`config.mk`:
```
export PLATFORM = sky130hd
export DESIGN_NAME = acond_botones
export DESIGN_NICKNAME = d
export VERILOG_FILES = /design/src/rtl/acond_pkg.sv /design/src/rtl/acond_botones_antirrebote.sv /design/src/rtl/acond_botones.sv
export SDC_FILE = /design/constraint.sdc
export NUM_CORES = 1
export LEC_CHECK = 0
export ABC_CLOCK_PERIOD_IN_PS = 2900
export BUFFER_PORTS_ARGS = -buffer_cell sky130_fd_sc_hd__buf_2
export CORE_MARGIN = 10
export CORE_UTILIZATION = 60
export CTS_CLUSTER_SIZE = 40
export DETAILED_ROUTE_END_ITERATION = 10
export PLACE_DENSITY_LB_ADDON = 0.08
export SETUP_SLACK_MARGIN = 0.02
export SYNTH_ARGS = -nofsm -noshare
export SYNTH_HDL_FRONTEND = slang
export SYNTH_SLANG_ARGS = --single-unit
export TNS_END_PERCENT = 5
```
`constraint.sdc`:
```
create_clock -name clk_i -period 2.9 [get_ports clk_i]
set_clock_uncertainty 0.2 [all_clocks]
set_input_delay 0.58 -clock clk_i [delete_from_list [all_inputs] [get_ports clk_i]]
set_output_delay 0.58 -clock clk_i [all_outputs]
set_load 0.01 [all_outputs]
```
`src/rtl/acond_pkg.sv`:
```
//------------------------------------------------------------------------------
// Module   : acond_pkg
// Brief    : Shared state encoding and default timing constants for the
//            pedestrian push-button conditioning block.
// Revision : 1.0 - initial release
//------------------------------------------------------------------------------
`default_nettype none

package acond_pkg;

   // 2'd3 is unused; the request FSM recovers from it to IDLE.
   typedef enum logic [1:0] {
      IDLE = 2'd0,
      PEND = 2'd1,
      LOCK = 2'd2
   } estado_t;

   localparam int unsigned c_DEB_CYCLES  = 1_000_000;    // 20 ms @ 50 MHz
   localparam int unsigned c_LOCK_CYCLES = 500_000_000;  // 10 s @ 50 MHz
   localparam int unsigned c_CNT_W       = 29;

endpackage : acond_pkg

`default_nettype wire

```
`src/rtl/acond_botones_antirrebote.sv`:
```
//------------------------------------------------------------------------------
// Module   : antirrebote
// Brief    : Two-flop synchronizer, debounce filter and rising-edge strobe
//            for one raw push-button.
// Revision : 1.0 - initial release
//------------------------------------------------------------------------------
`default_nettype none

module antirrebote
   import acond_pkg::*;
#(
   parameter int unsigned DEB_CYCLES = c_DEB_CYCLES,
   parameter int unsigned CNT_W      = c_CNT_W
) (
   input  logic clk_i,
   input  logic rst_ni,
   input  logic raw_i,
   output logic estable_o,
   output logic pulso_o
);

   localparam logic [CNT_W-1:0] c_DEB_MAX = CNT_W'(DEB_CYCLES - 1);

   logic             r_sync1;
   logic             r_sync2;
   logic             r_estable;
   logic             r_estable_q;
   logic [CNT_W-1:0] r_deb_cnt;

   always_ff @(posedge clk_i or negedge rst_ni) begin
      if (!rst_ni) begin
         r_sync1 <= 1'b0;
         r_sync2 <= 1'b0;
      end else begin
         r_sync1 <= raw_i;
         r_sync2 <= r_sync1;
      end
   end

   // Any cycle agreeing with the accepted level restarts the hold count.
   always_ff @(posedge clk_i or negedge rst_ni) begin
      if (!rst_ni) begin
         r_estable <= 1'b0;
         r_deb_cnt <= '0;
      end else if (r_sync2 != r_estable) begin
         if (r_deb_cnt == c_DEB_MAX) begin
            r_estable <= r_sync2;
            r_deb_cnt <= '0;
         end else begin
            r_deb_cnt <= r_deb_cnt + 1'b1;
         end
      end else begin
         r_deb_cnt <= '0;
      end
   end

   always_ff @(posedge clk_i or negedge rst_ni) begin
      if (!rst_ni) begin
         r_estable_q <= 1'b0;
      end else begin
         r_estable_q <= r_estable;
      end
   end

   assign estable_o = r_estable;
   assign pulso_o   = r_estable & ~r_estable_q;

endmodule : antirrebote

`default_nettype wire

```
`src/rtl/acond_botones.sv`:
```
//------------------------------------------------------------------------------
// Module   : acond_botones
// Brief    : Conditions both pedestrian buttons into clean request levels with
//            acknowledge handshake and post-acknowledge lockout.
// Revision : 1.0 - initial release
//------------------------------------------------------------------------------
`default_nettype none

module acond_botones
   import acond_pkg::*;
#(
   parameter int unsigned DEB_CYCLES  = c_DEB_CYCLES,
   parameter int unsigned LOCK_CYCLES = c_LOCK_CYCLES,
   parameter int unsigned CNT_W       = c_CNT_W
) (
   input  logic clk_i,
   input  logic rst_ni,
   input  logic boton_1_i,
   input  logic boton_2_i,
   input  logic ack_1_i,
   input  logic ack_2_i,
   output logic req_1_o,
   output logic req_2_o,
   output logic pulso_1_o,
   output logic pulso_2_o
);

   localparam logic [CNT_W-1:0] c_LOCK_MAX = CNT_W'(LOCK_CYCLES - 1);

   logic [1:0] w_boton;
   logic [1:0] w_ack;
   logic [1:0] w_pulso;
   logic [1:0] w_req;
   logic [1:0] w_estable_unused;

   assign w_boton = {boton_2_i, boton_1_i};
   assign w_ack   = {ack_2_i, ack_1_i};

   for (genvar i = 0; i < 2; i++) begin : g_canal
      estado_t          r_estado;
      estado_t          w_estado_sig;
      logic [CNT_W-1:0] r_lock_cnt;

      antirrebote #(
         .DEB_CYCLES (DEB_CYCLES),
         .CNT_W      (CNT_W)
      ) u_antirrebote (
         .clk_i     (clk_i),
         .rst_ni    (rst_ni),
         .raw_i     (w_boton[i]),
         .estable_o (w_estable_unused[i]),
         .pulso_o   (w_pulso[i])
      );

      always_ff @(posedge clk_i or negedge rst_ni) begin
         if (!rst_ni) begin
            r_estado <= IDLE;
         end else begin
            r_estado <= w_estado_sig;
         end
      end

      // Held at zero outside LOCK, so every LOCK entry starts a fresh count.
      always_ff @(posedge clk_i or negedge rst_ni) begin
         if (!rst_ni) begin
            r_lock_cnt <= '0;
         end else if (r_estado == LOCK) begin
            r_lock_cnt <= r_lock_cnt + 1'b1;
         end else begin
            r_lock_cnt <= '0;
         end
      end

      always_comb begin
         w_estado_sig = r_estado;
         case (r_estado)
            IDLE:    if (w_pulso[i])                w_estado_sig = PEND;
            PEND:    if (w_ack[i])                  w_estado_sig = LOCK;
            LOCK:    if (r_lock_cnt == c_LOCK_MAX)  w_estado_sig = IDLE;
            default:                                w_estado_sig = IDLE;
         endcase
      end

      always_comb begin
         w_req[i] = (r_estado == PEND);
      end
   end : g_canal

   assign req_1_o   = w_req[0];
   assign req_2_o   = w_req[1];
   assign pulso_1_o = w_pulso[0];
   assign pulso_2_o = w_pulso[1];

endmodule : acond_botones

`default_nettype wire

```
Word-level counts from Yosys, hierarchy flattened
Cells that the tools add are included.
{"block": "totals", "reg_bits": 128, "out_inout_bits": 4}
{"block": "classes", "n_addsub": 4, "n_eq_ne": 16, "mux": 14, "bitwise": 4, "n_reduce_logical": 6}
{"operator": "29-bit two-way mux", "n": 6}
{"operator": "29-bit by 1-bit adder with 29-bit output (second input constant)", "n": 4}
{"operator": "29-bit by 20-bit == test with 1-bit output (second input constant)", "n": 2}
{"operator": "29-bit == test (second input constant)", "n": 2}
{"operator": "2-bit two-way mux", "n": 6}
{"operator": "2-bit one-hot mux with 3 select lines", "n": 2}
{"operator": "2-bit != test (second input constant)", "n": 4}
{"operator": "3-bit AND reduction", "n": 2}
{"operator": "2-bit by 1-bit == test with 1-bit output (second input constant)", "n": 2}
{"operator": "2-bit == test (second input constant)", "n": 2}
{"operator": "2-bit logical NOT", "n": 2}
{"operator": "2-bit by 1-bit != test with 1-bit output (second input constant)", "n": 2}
{"operator": "2-bit AND reduction", "n": 2}
{"operator": "1-bit bitwise AND", "n": 2}
{"operator": "1-bit != test", "n": 2}
{"operator": "1-bit NOT", "n": 2}

Depth between registers and ports, before layout
Gate-level depths: netlist of the first run.
{"block": "logic_depth", "word_depth": 4, "ltp_mapped": 7}

By module
Synthesis of the first run repeated with hierarchy kept, for this count alone.
{"block": "unflattened", "hier_cells": 694, "area_unflattened_um2": 6620.1}
{"mod": "antirrebote", "instances": 2, "cells_per_inst": 171, "area_each_um2": 1679.1, "seq_area_each_um2": 825.8}
{"mod": "acond_botones", "instances": 1, "cells_per_inst": 352, "area_each_um2": 3261.9, "seq_area_each_um2": 1551.5}

Least setup slack after synthesis of the first run
OpenSTA, ideal clock, no wires.
{"block": "synth_timing", "path_kind": "register -> register", "start": "reg g_canal[0].u_antirrebote.r_deb_cnt[0]", "end": "reg g_canal[0].u_antirrebote.r_deb_cnt[24]", "setup_ns": 0.087, "arrival_ns": 2.053, "required_time_ns": 2.613, "slack_ns": 0.560, "path_stages_with_launch": 7, "path_buffers": 1, "period_less_slack_ns": 2.340, "path_cell_list": "dfrtp_1 > ha_1 > nand2_1 > or4_1 > buf_2 > or4_1 > a211oi_2"}
{"block": "synth_between", "elab_chain_len": 3, "word_cells_on_any_way": 4, "cone_classes": "1 x add/sub; 1 x eq/ne; 2 x mux"}
{"item": "start: declaration", "line_no": "acond_botones_antirrebote.sv:28", "source": "logic [CNT_W-1:0] r_deb_cnt;"}
{"item": "start signal: assignment", "line_no": "acond_botones_antirrebote.sv:50", "source": "r_deb_cnt <= r_deb_cnt + 1'b1;"}
{"item": "29-bit by 1-bit adder with 29-bit output or 29-bit by 20-bit == test with 1-bit output (tied branches)", "line_no": "acond_botones_antirrebote.sv:50, acond_botones_antirrebote.sv:46"}
{"item": "29-bit two-way mux *", "line_no": "acond_botones_antirrebote.sv:46", "source": "if (r_deb_cnt == c_DEB_MAX) begin"}
{"item": "29-bit two-way mux *", "line_no": "acond_botones_antirrebote.sv:45", "source": "end else if (r_sync2 != r_estable) begin"}
Mark *: on every way between the ends. The rest lies on a longest branch, timed or not.
A chain may end at the register's enable or synchronous reset.

Worst setup path in the final report of the first run
Ends and elaborated chain as after synthesis.

==> results.ini, run 1 <==
[outcome]
status=finished clean

[cells_and_area]
ff_latch_area_um2=3203
postLayoutCoreUtil=0.6897
insertedDiodeCount=0
area_growth_syn_to_layout_pct=11.67
number_of_nets_at_the_end_of_the_flow=723
fillerInstances=834
multiInputGateArea_um2=3334
layout-drive-gt1-share=0.09103

[yosys]
syn_area_um2=6725
ys_seq_area_frac=0.4763
synthTopCellsByArea=sky130_fd_sc_hd__dfrtp_1 48%, sky130_fd_sc_hd__nand4_1 4.0%, sky130_fd_sc_hd__or4_1 3.8%
postSynth.topFlopCell=sky130_fd_sc_hd__dfrtp_1
avgSynthCellArea_um2=9.485
synth_cells=709
cell_taking_the_most_area_after_synthesis=sky130_fd_sc_hd__dfrtp_1
synth_nets=719
yosys.cell_types.count=46
async_reset_ff_frac=1.000
yosysTopAreaCellShare=0.4763
synth_warnings=0
synth_enable_flop_cells=0
ffs_latches_synth=128

[timing]
rsz0062_at_grt=false
final.period_utilization=0.8834
fin_ws_ns=0.3382
fin_setup_tns_ns=0
timing.fmax_ghz=0.3903
maxSlewViolCount=0
worst_pin_slew_ns=0.6480
period_minus_slack_ns=2.562
slew_headroom=0.5659
finalHoldViolations=0
finalSetupViolations=0
fin_worst_hold_slack_ns=0.07034

[cts]
clkSinkCount=128
cts_buffers=17
cts_root_buffer=sky130_fd_sc_hd__clkbuf_8
tritoncts_clock_tree=done
cts-htree-levels=4
cts_max_path_buffers=2
worst_skew_pair.late_latency_ns=0.53
cts.reportedPaths.clkPinSlew_ns=0.06

[worst_setup_path]
critical-path-max-stage-delay_ns=0.70
setup.worst_path.class=reg -> reg
worst_setup_path_start_kind=flip-flop
critical_path.most_common_cell=sky130_fd_sc_hd__or4_1
crit_arrival_ns=2.81
critical_path.endpoint_type=flip-flop
startpoint=g_canal[0].u_antirrebote.r_deb_cnt[0]
cp_top_family=simple AND/OR/NAND/NOR gates
worst_ep_required_time_ns=3.15
crit_fanout=9
slowest_stage=sky130_fd_sc_hd__or4_1
critical_path.n_buffers_inverters=0
regToRegStartpoint=g_canal[0].u_antirrebote.r_deb_cnt[0]
cells_along_the_critical_path=ha_1, nand2_1, or4_1, or4_1, a211oi_2

[power_and_ir_drop]
power.ir.vdd_worst_v=0.0005837
total_leakage_power_nw=2.901
power.total_mw=3.929
power.density_nw_per_um2=523.2

[grt]
overflow=0
number_of_global_route_vias_before_repair=5453
global_route_wire_length_before_repair_um=25310
globalRouteTotalUtil=0.1856
grt_start_max_net_pins=66
antenna_found_initial=0

[route]
avgRoutedWirePerCell_um=16.62
detail_route.vias_per_cell=6.512
drtPass1Iterations=5
drt-initial-drc-count=537
drt-total-wl_um=14380
detailroute.via_count=5633
route.antenna.remaining_nets=0
drc_errors=0

[place]
final_hpwl_dp_um=9370
dp_worst_setup_slack_ns=0.3632
globalplace.congestion=0.9099
buffer_ports.inserted=9

[floorplan]
die_w_um=125.9
start_util=0.6177
fp.coreArea_um2=10890
placementRows=38
num_io_pins=10
die_h_um=125.9
floorplan.die_area_um2=15840

[flow_run]
max_cap_violations=0

[hold_path]
hold_sp=ack_1_i
hold_path_class=in -> reg

cell families (layout without fill, tap and decap cells):
kind of cell             count (synthesis)  in the layout  synth area share
multiplexers                             5              5          0.008000
AND/OR/NAND/NOR                        348            348            0.2966
XOR/XNOR                                49             49           0.06381
adder cells (fa/ha/maj)                  4              4          0.007442
flip-flops                             128            128            0.4763
AO/OA/AOI/OAI                          122            122            0.1168
buffers and inverters                   53             69           0.03107
cell usage after synthesis (6+ instances only):
cell / count
sky130_fd_sc_hd__nor2_1: 49
sky130_fd_sc_hd__a211oi_1: 24
sky130_fd_sc_hd__and2_1: 7
sky130_fd_sc_hd__and4_1: 12
sky130_fd_sc_hd__o21ai_0: 29
sky130_fd_sc_hd__xor2_1: 24
sky130_fd_sc_hd__buf_2: 6
sky130_fd_sc_hd__and3_1: 16
sky130_fd_sc_hd__a21oi_1: 31
sky130_fd_sc_hd__dfrtp_1: 128
sky130_fd_sc_hd__xnor2_1: 25
sky130_fd_sc_hd__clkbuf_1: 29
sky130_fd_sc_hd__nor3_1: 27
sky130_fd_sc_hd__o31ai_1: 27
sky130_fd_sc_hd__or4_1: 34
sky130_fd_sc_hd__nand3_1: 46
sky130_fd_sc_hd__nand4_1: 43
sky130_fd_sc_hd__nand2_1: 40
sky130_fd_sc_hd__inv_1: 14
sky130_fd_sc_hd__nor4_1: 21
sky130_fd_sc_hd__or3_1: 27
metal layers:
| layer | global-route usage | share of wire | vias to the layer above |
|---|---|---|---|
| met5 | 0 | 0 | - |
| met4 | 0.06832 | 0.017 | 0 |
| met3 | 0.04908 | 0.037 | 27 |
| met2 | 0.2974 | 0.49 | 118 |
| met1 | 0.2366 | 0.46 | 2792 |
| li1 | - | - | 2696 |
timing repair:
item	4_1_cts	5_1_grt
gates resized for setup	0	0
hold buffers	3	0
buffers inserted	0	0
hold endpoints to repair	36	0
worst paths after layout:
path,to,slack [ns],depth (start not counted)
setup reg to reg,g_canal[0].u_antirrebote.r_deb_cnt[24],0.34,5
hold reg to reg,g_canal[0].u_antirrebote.r_sync2,0.15,0
min in group asynchronous,g_canal[1].r_lock_cnt[26],0.35,2
hold / removal,g_canal[0].r_estado[1],0.07,3
max in group asynchronous,g_canal[0].u_antirrebote.r_deb_cnt[1],1.40,3
setup / recovery,g_canal[0].u_antirrebote.r_deb_cnt[24],0.34,5
report_power, final:
part | internal, mW | leakage, nW | switching (mW) | total [mW]
registers | 1.80 | 1.74 | 0.0101 | 1.81
logic | 0.0215 | 0.884 | 0.0578 | 0.0793
clock network | 1.30 | 0.282 | 0.739 | 2.04
total | 3.12 | 2.90 | 0.807 | 3.93
final cells by class:
class / count / share of cell area
multi-input cells: 528 / 0.4440
flip-flops and latches: 128 / 0.4265
clock buffers: 25 / 0.06448
repair buffers: 24 / 0.02399
well taps: 140 / 0.02333
clock inverters: 6 / 0.01066
inverters: 14 / 0.006998
worst register-to-register path, delay by kind of cell, from the launching register on:
kind / cells / cell delay, ns
AOI/OAI and AO/OA: 1 / 0.23
adders and majority gates: 1 / 0.25
DFF: 1 / 0.40
and+or+nand+nor: 3 / 1.40
per-stage QoR:
stage          std cells  instance area [um^2]
2_1_floorplan        709                  6725
3_3_place_gp         831                  6915
3_5_place_dp         831                  6915
4_1_cts              865                  7510
5_1_grt              865                  7510
6_report             865                  7510
registers in the layout (all words and copies together), names as in the netlist:
register	flops
g_canal.r_lock_cnt	58
g_canal.u_antirrebote.r_sync1	2
g_canal.u_antirrebote.estable_o	2
g_canal.u_antirrebote.r_deb_cnt	58
g_canal.r_estado	4
g_canal.u_antirrebote.r_sync2	2
g_canal.u_antirrebote.r_estable_q	2
placed cells by master (no fill, tap or decap), drive strengths merged, types with 3 or more instances in the layout:
cell,netlist,final
a21oi,31,31
xnor2,25,25
nand4,45,45
clkbuf,31,25
or4b,4,4
clkinv,0,4
and2,7,7
inv,14,14
nor2,49,49
nor4b,4,4
nor2b,4,4
or3,27,27
o31ai,27,27
nand2,40,40
or4,34,34
a211oi,27,27
and4,12,12
dfrtp,128,128
ha,4,4
dlygate4sd3,0,3
mux2,3,3
nor4,21,21
xor2,24,24
nand3,47,47
buf,8,21
nor3,28,28
and3,16,16
nand2b,4,4
o21ai,29,29
o41ai,3,3
(Power assumes the default switching activity.)
==> run 2, diff against run 1 <==
--- a/config.mk
+++ b/config.mk
@@ -5,7 +5,7 @@
 export SDC_FILE = /design/constraint.sdc
 export NUM_CORES = 1
 export LEC_CHECK = 0
-export ABC_CLOCK_PERIOD_IN_PS = 2900
+export ABC_CLOCK_PERIOD_IN_PS = 2810
 export BUFFER_PORTS_ARGS = -buffer_cell sky130_fd_sc_hd__buf_2
 export CORE_MARGIN = 10
 export CORE_UTILIZATION = 60
==> constraint.sdc (replaced) <==
create_clock -name clk_i -period 2.81 [get_ports clk_i]
set_clock_uncertainty 0.2 [all_clocks]
set_input_delay 0.562 -clock clk_i [delete_from_list [all_inputs] [get_ports clk_i]]
set_output_delay 0.562 -clock clk_i [all_outputs]
set_load 0.01 [all_outputs]
==> run 2 against run 1 <==
Compared with the run above: routed wire length rose by 0.33%; setup slack got worse by 0.10 ns; count of clock-buffer cells in the layout fell by 1; power rose by 5.6%; hold slack got worse by 0.0039 ns; non-clock buffer count rose by 2; die area did not move; critical path depth did not move; via count fell by 0.43%; register-to-register slack got worse by 0.10 ns; combinational power rose by 6.2%; critical endpoint unchanged; largest power group unchanged.
==> results.ini, run 2 (same netlist as run 1, synthesis figures left out) <==
[cells_and_area]
fin_cells=866
number_of_nets_at_the_end_of_the_flow=725
layout.cells.most_common_list=128 x sky130_fd_sc_hd__dfrtp_1, 49 x sky130_fd_sc_hd__nor2_1, 46 x sky130_fd_sc_hd__nand3_1
reg.largest.list=g_canal.r_lock_cnt (58), g_canal.u_antirrebote.r_deb_cnt (58), g_canal.r_estado (4)
final_design_area_no_fill_um2=7546
postLayoutCoreUtil=0.6931
fillerInstances=805
insertedDiodeCount=0
commonest_non_fill_non_tap_cell_in_the_layout=sky130_fd_sc_hd__dfrtp_1
area_growth_syn_to_layout_pct=12.20
layout-drive-gt1-share=0.09366

[cts]
postCtsSetupBuffers=0
hold_buffers=3
post_cts_resized=0
cts_root_buffer=sky130_fd_sc_hd__clkbuf_8
cts-htree-levels=4
cts_max_path_buffers=2
cts_buffers=17
worst_skew_pair.late_latency_ns=0.53
cts.reportedPaths.clkPinSlew_ns=0.06
tritoncts_clock_tree=done
clkSinkCount=128

[route]
drc_errors=0
route.antenna.remaining_nets=0
avgRoutedWirePerCell_um=16.65
drt-initial-drc-count=438
detail_route.vias_per_cell=6.477
drt-total-wl_um=14420
detailroute.via_count=5609
drtPass1Iterations=5

[worst_setup_path]
slowest_stage=sky130_fd_sc_hd__or4_1
critical_path.n_buffers_inverters=0
critical_path.most_common_cell=sky130_fd_sc_hd__or4_1
crit_fanout=9
worst_ep_required_time_ns=3.06
setup.worst_path.class=reg -> reg
critical-path-max-stage-delay_ns=0.69
ff2ff_setup_slack_ns=0.24
crit_arrival_ns=2.82
worst_setup_path_start_kind=flip-flop
critical_path.endpoint_type=flip-flop
cp_top_family=simple AND/OR/NAND/NOR gates
cells_along_the_critical_path=ha_1, nand2_1, or4_1, or4_1, a211oi_2

[place]
placed_cells_incl_taps=833
globalplace.congestion=0.8674
dp_worst_setup_slack_ns=0.2631
placed_cell_area_um2=6930
buffer_ports.inserted=9
final_hpwl_dp_um=9518

[floorplan]
die_h_um=125.9
floorplan.die_area_um2=15840
start_util=0.6177
fp.coreArea_um2=10890
placementRows=38
num_io_pins=10
die_w_um=125.9

[power_and_ir_drop]
power.ir.vdd_worst_v=0.0004735
total_leakage_power_nw=2.919
power.total_mw=4.148
power.density_nw_per_um2=549.7

[flow_run]
max_cap_violations=0

[timing]
period_minus_slack_ns=2.574
timing.fmax_ghz=0.3885
maxSlewViolCount=0
worst_pin_slew_ns=0.7749
final.period_utilization=0.9160
finalHoldViolations=0
rsz0062_at_grt=false
fin_worst_hold_slack_ns=0.06649
fin_ws_ns=0.2360
finalSetupViolations=0
fin_setup_tns_ns=0
slew_headroom=0.4809

[grt]
antenna_found_initial=0
overflow=0
globalRouteTotalUtil=0.1860
global_route_wire_length_before_repair_um=25190
grt_start_max_net_pins=60
number_of_global_route_vias_before_repair=5348

[hold_path]
hold_path_class=in -> reg

[outcome]
status=finished clean

run 2: final cells by class:
type	count	area, um^2	area share
tap	140	175.2	0.02321
multi-input combinational	528	3334	0.4419
sequential	128	3203	0.4245
timing repair buffer	26	195.2	0.02587
clock buffer	24	480.5	0.06367
inverter	14	52.55	0.006964
clock inverter	6	105.1	0.01393
run 2: per-layer routing:
| metal | vias to the layer above | share of wire | global-route usage | wire [um] |
|---|---|---|---|---|
| li1 | 2700 | - | - | - |
| met1 | 2789 | 0.48 | 0.2461 | 6992 |
| met2 | 103 | 0.47 | 0.2882 | 6802 |
| met3 | 17 | 0.034 | 0.05117 | 491 |
| met4 | 0 | 0.0094 | 0.06430 | 136 |
| met5 | - | 0 | 0 | 0 |
run 2: report_power, final:
part	leakage (nW)	switching [mW]	internal, mW	total (mW)
Clock	0.291	0.767	1.43	2.20
Combinational	0.893	0.0603	0.0238	0.0842
Sequential	1.74	0.0110	1.85	1.87
Total	2.92	0.838	3.31	4.15
run 2: path summary, 6_finish.rpt:
| check | start | to | depth (start not counted) |
|---|---|---|---|
| min reg2reg | g_canal[0].u_antirrebote.r_sync1 | g_canal[0].u_antirrebote.r_sync2 | 0 |
| min | ack_2_i | g_canal[1].r_estado[1] | 3 |
| min in group asynchronous | rst_ni | g_canal[1].r_lock_cnt[26] | 2 |
| max in group asynchronous | rst_ni | g_canal[0].u_antirrebote.r_deb_cnt[13] | 3 |
| max | g_canal[0].u_antirrebote.r_deb_cnt[0] | g_canal[0].u_antirrebote.r_deb_cnt[24] | 5 |
| max reg2reg | g_canal[0].u_antirrebote.r_deb_cnt[0] | g_canal[0].u_antirrebote.r_deb_cnt[24] | 5 |
run 2: worst reg2reg max path, stage by stage, from the launching register on:
cell                       delay [ns]
sky130_fd_sc_hd__dfrtp_1         0.41
sky130_fd_sc_hd__ha_1            0.26
sky130_fd_sc_hd__nand2_1         0.17
sky130_fd_sc_hd__or4_1           0.69
sky130_fd_sc_hd__or4_1           0.54
sky130_fd_sc_hd__a211oi_2        0.22
==> run 3, diff against run 2 <==
--- a/config.mk
+++ b/config.mk
@@ -7,11 +7,12 @@
 export LEC_CHECK = 0
 export ABC_CLOCK_PERIOD_IN_PS = 2810
 export BUFFER_PORTS_ARGS = -buffer_cell sky130_fd_sc_hd__buf_2
+export CORE_ASPECT_RATIO = 0.9
 export CORE_MARGIN = 10
 export CORE_UTILIZATION = 60
 export CTS_CLUSTER_SIZE = 40
 export DETAILED_ROUTE_END_ITERATION = 10
-export PLACE_DENSITY_LB_ADDON = 0.08
+export PLACE_DENSITY = 0.73
 export SETUP_SLACK_MARGIN = 0.02
 export SYNTH_ARGS = -nofsm -noshare
 export SYNTH_HDL_FRONTEND = slang
==> run 3 against run 2 <==
Compared with the run above: count of clock-buffer cells in the layout rose by 2; utilization barely moved; setup slack improved by 0.0049 ns; sequential share of layout area fell by 0.063 points; design area rose by 0.15%; clock power rose by 4%; critical path depth did not move; global-route usage rose by 0.99 points; highest routed layer unchanged; combinational power fell by 5.1%.
==> results.ini, run 3 (same netlist as run 1, synthesis figures left out) <==
[outcome]
status=finished clean

[grt]
number_of_global_route_vias_before_repair=5501
grt_start_max_net_pins=45
antenna_found_initial=0
globalRouteTotalUtil=0.1959
overflow=0
global_route_wire_length_before_repair_um=26280

[cts]
tritoncts_clock_tree=done
cts-htree-levels=4
worst_skew_pair.late_latency_ns=0.42
hold_buffers=1
postCtsSetupBuffers=0
post_cts_resized=0
cts_buffers=17
cts.reportedPaths.clkPinSlew_ns=0.05
cts_root_buffer=sky130_fd_sc_hd__clkbuf_16
clkSinkCount=128
cts_max_path_buffers=2

[cells_and_area]
number_of_nets_at_the_end_of_the_flow=722
commonest_non_fill_non_tap_cell_in_the_layout=sky130_fd_sc_hd__dfrtp_1
fillerInstances=824
postLayoutCoreUtil=0.6933
area_growth_syn_to_layout_pct=12.37
insertedDiodeCount=0
layout.cells.most_common_list=128 x sky130_fd_sc_hd__dfrtp_1, 49 x sky130_fd_sc_hd__nor2_1, 46 x sky130_fd_sc_hd__nand3_1
layout-drive-gt1-share=0.09254
reg.largest.list=g_canal.r_lock_cnt (58), g_canal.u_antirrebote.r_deb_cnt (58), g_canal.r_estado (4)

[floorplan]
start_util=0.6170
die_w_um=131.6
num_io_pins=10
die_h_um=120.4
placementRows=36
fp.coreArea_um2=10900
floorplan.die_area_um2=15850

[timing]
fin_setup_tns_ns=0
finalHoldViolations=0
fin_worst_hold_slack_ns=0.04601
slew_headroom=0.5028
finalSetupViolations=0
maxSlewViolCount=0
fin_ws_ns=0.2409
timing.fmax_ghz=0.3892
final.period_utilization=0.9143
period_minus_slack_ns=2.569
worst_pin_slew_ns=0.7458
rsz0062_at_grt=false

[worst_setup_path]
regToRegStartpoint=g_canal[0].u_antirrebote.r_deb_cnt[0]
crit_arrival_ns=2.70
timing.rr.end=g_canal[0].u_antirrebote.r_deb_cnt[24]
setup.worst_path.class=reg -> reg
critical_path.endpoint_type=flip-flop
worst_setup_path_start_kind=flip-flop
r2r.worst_path.cells=5
crit_fanout=9
ff2ff_setup_slack_ns=0.24
worst_ep_required_time_ns=2.94

[route]
detail_route.vias_per_cell=6.404
detailroute.via_count=5610
avgRoutedWirePerCell_um=16.94
drc_errors=0
route.antenna.remaining_nets=0
drt-initial-drc-count=577
drt-total-wl_um=14840
drtPass1Iterations=5

[flow_run]
max_cap_violations=0

[power_and_ir_drop]
total_leakage_power_nw=2.916
power.ir.vdd_worst_v=0.0004575
power.density_nw_per_um2=558.8

[hold_path]
hold_path_class=in -> reg
worstHoldPathCells=1
worst_hold_path.endpoint=g_canal[0].u_antirrebote.r_sync1
hold_sp=boton_1_i

[place]
globalplace.congestion=0.8975
dp_worst_setup_slack_ns=0.2826
buffer_ports.inserted=9
final_hpwl_dp_um=9655

==> run 3: worst max-delay path by stage <==
| stage | slack (ns) | startpoint | cells after the start | to |
|---|---|---|---|---|
| floorplan | 0.47 | g_canal[0].u_antirrebote.r_deb_cnt[0] | 6 | g_canal[0].u_antirrebote.r_deb_cnt[24] |
| global placement | 0.36 | g_canal[0].u_antirrebote.r_deb_cnt[0] | 5 | g_canal[0].u_antirrebote.r_deb_cnt[24] |
| detailed placement | 0.28 | g_canal[0].u_antirrebote.r_deb_cnt[0] | 5 | g_canal[0].u_antirrebote.r_deb_cnt[24] |
| CTS | 0.25 | g_canal[0].u_antirrebote.r_deb_cnt[0] | 5 | g_canal[0].u_antirrebote.r_deb_cnt[24] |
| global route | 0.07 | g_canal[0].u_antirrebote.r_deb_cnt[0] | 5 | g_canal[0].u_antirrebote.r_deb_cnt[26] |
| finish | 0.24 | g_canal[0].u_antirrebote.r_deb_cnt[0] | 5 | g_canal[0].u_antirrebote.r_deb_cnt[24] |
==> run 3: final cells by class <==
class / instances / area (um^2) / area share
Clock buffer: 26 / 509.2 / 0.06738
Multi-Input combinational cell: 528 / 3334 / 0.4412
Inverter: 14 / 52.55 / 0.006954
Clock inverter: 5 / 100.1 / 0.01325
Timing Repair Buffer: 23 / 167.7 / 0.02219
Tap cell: 152 / 190.2 / 0.02517
Sequential cell: 128 / 3203 / 0.4238
==> run 3: critical path, stage by stage (launching register included) <==
cell	delay, ns
sky130_fd_sc_hd__dfrtp_1	0.40
sky130_fd_sc_hd__ha_1	0.25
sky130_fd_sc_hd__nand2_1	0.17
sky130_fd_sc_hd__or4_1	0.70
sky130_fd_sc_hd__or4_1	0.53
sky130_fd_sc_hd__a211oi_2	0.23
==> run 3: per-stage QoR <==
stage	cell area, um^2	cells	power [mW]
after CTS	7557	876	4.253
final	7557	876	4.223
after floorplan	6725	709	1.922
after detailed placement	6938	844	1.980
after global placement	6938	844	1.977
after global routing	7557	876	4.359
==> run 3: power breakdown <==
| part | internal [mW] | total (mW) | switching [mW] |
|---|---|---|---|
| combinational | 0.0210 | 0.0799 | 0.0589 |
| clock | 1.51 | 2.28 | 0.772 |
| sequential | 1.85 | 1.87 | 0.0108 |
==> run 3: routing by layer <==
layer,GRT usage,wire [um],up-vias
met5,0,0,-
met2,0.3157,7144,150
met3,0.04884,645,21
met4,0.06528,239,0
li1,-,-,2686
met1,0.2547,6813,2753
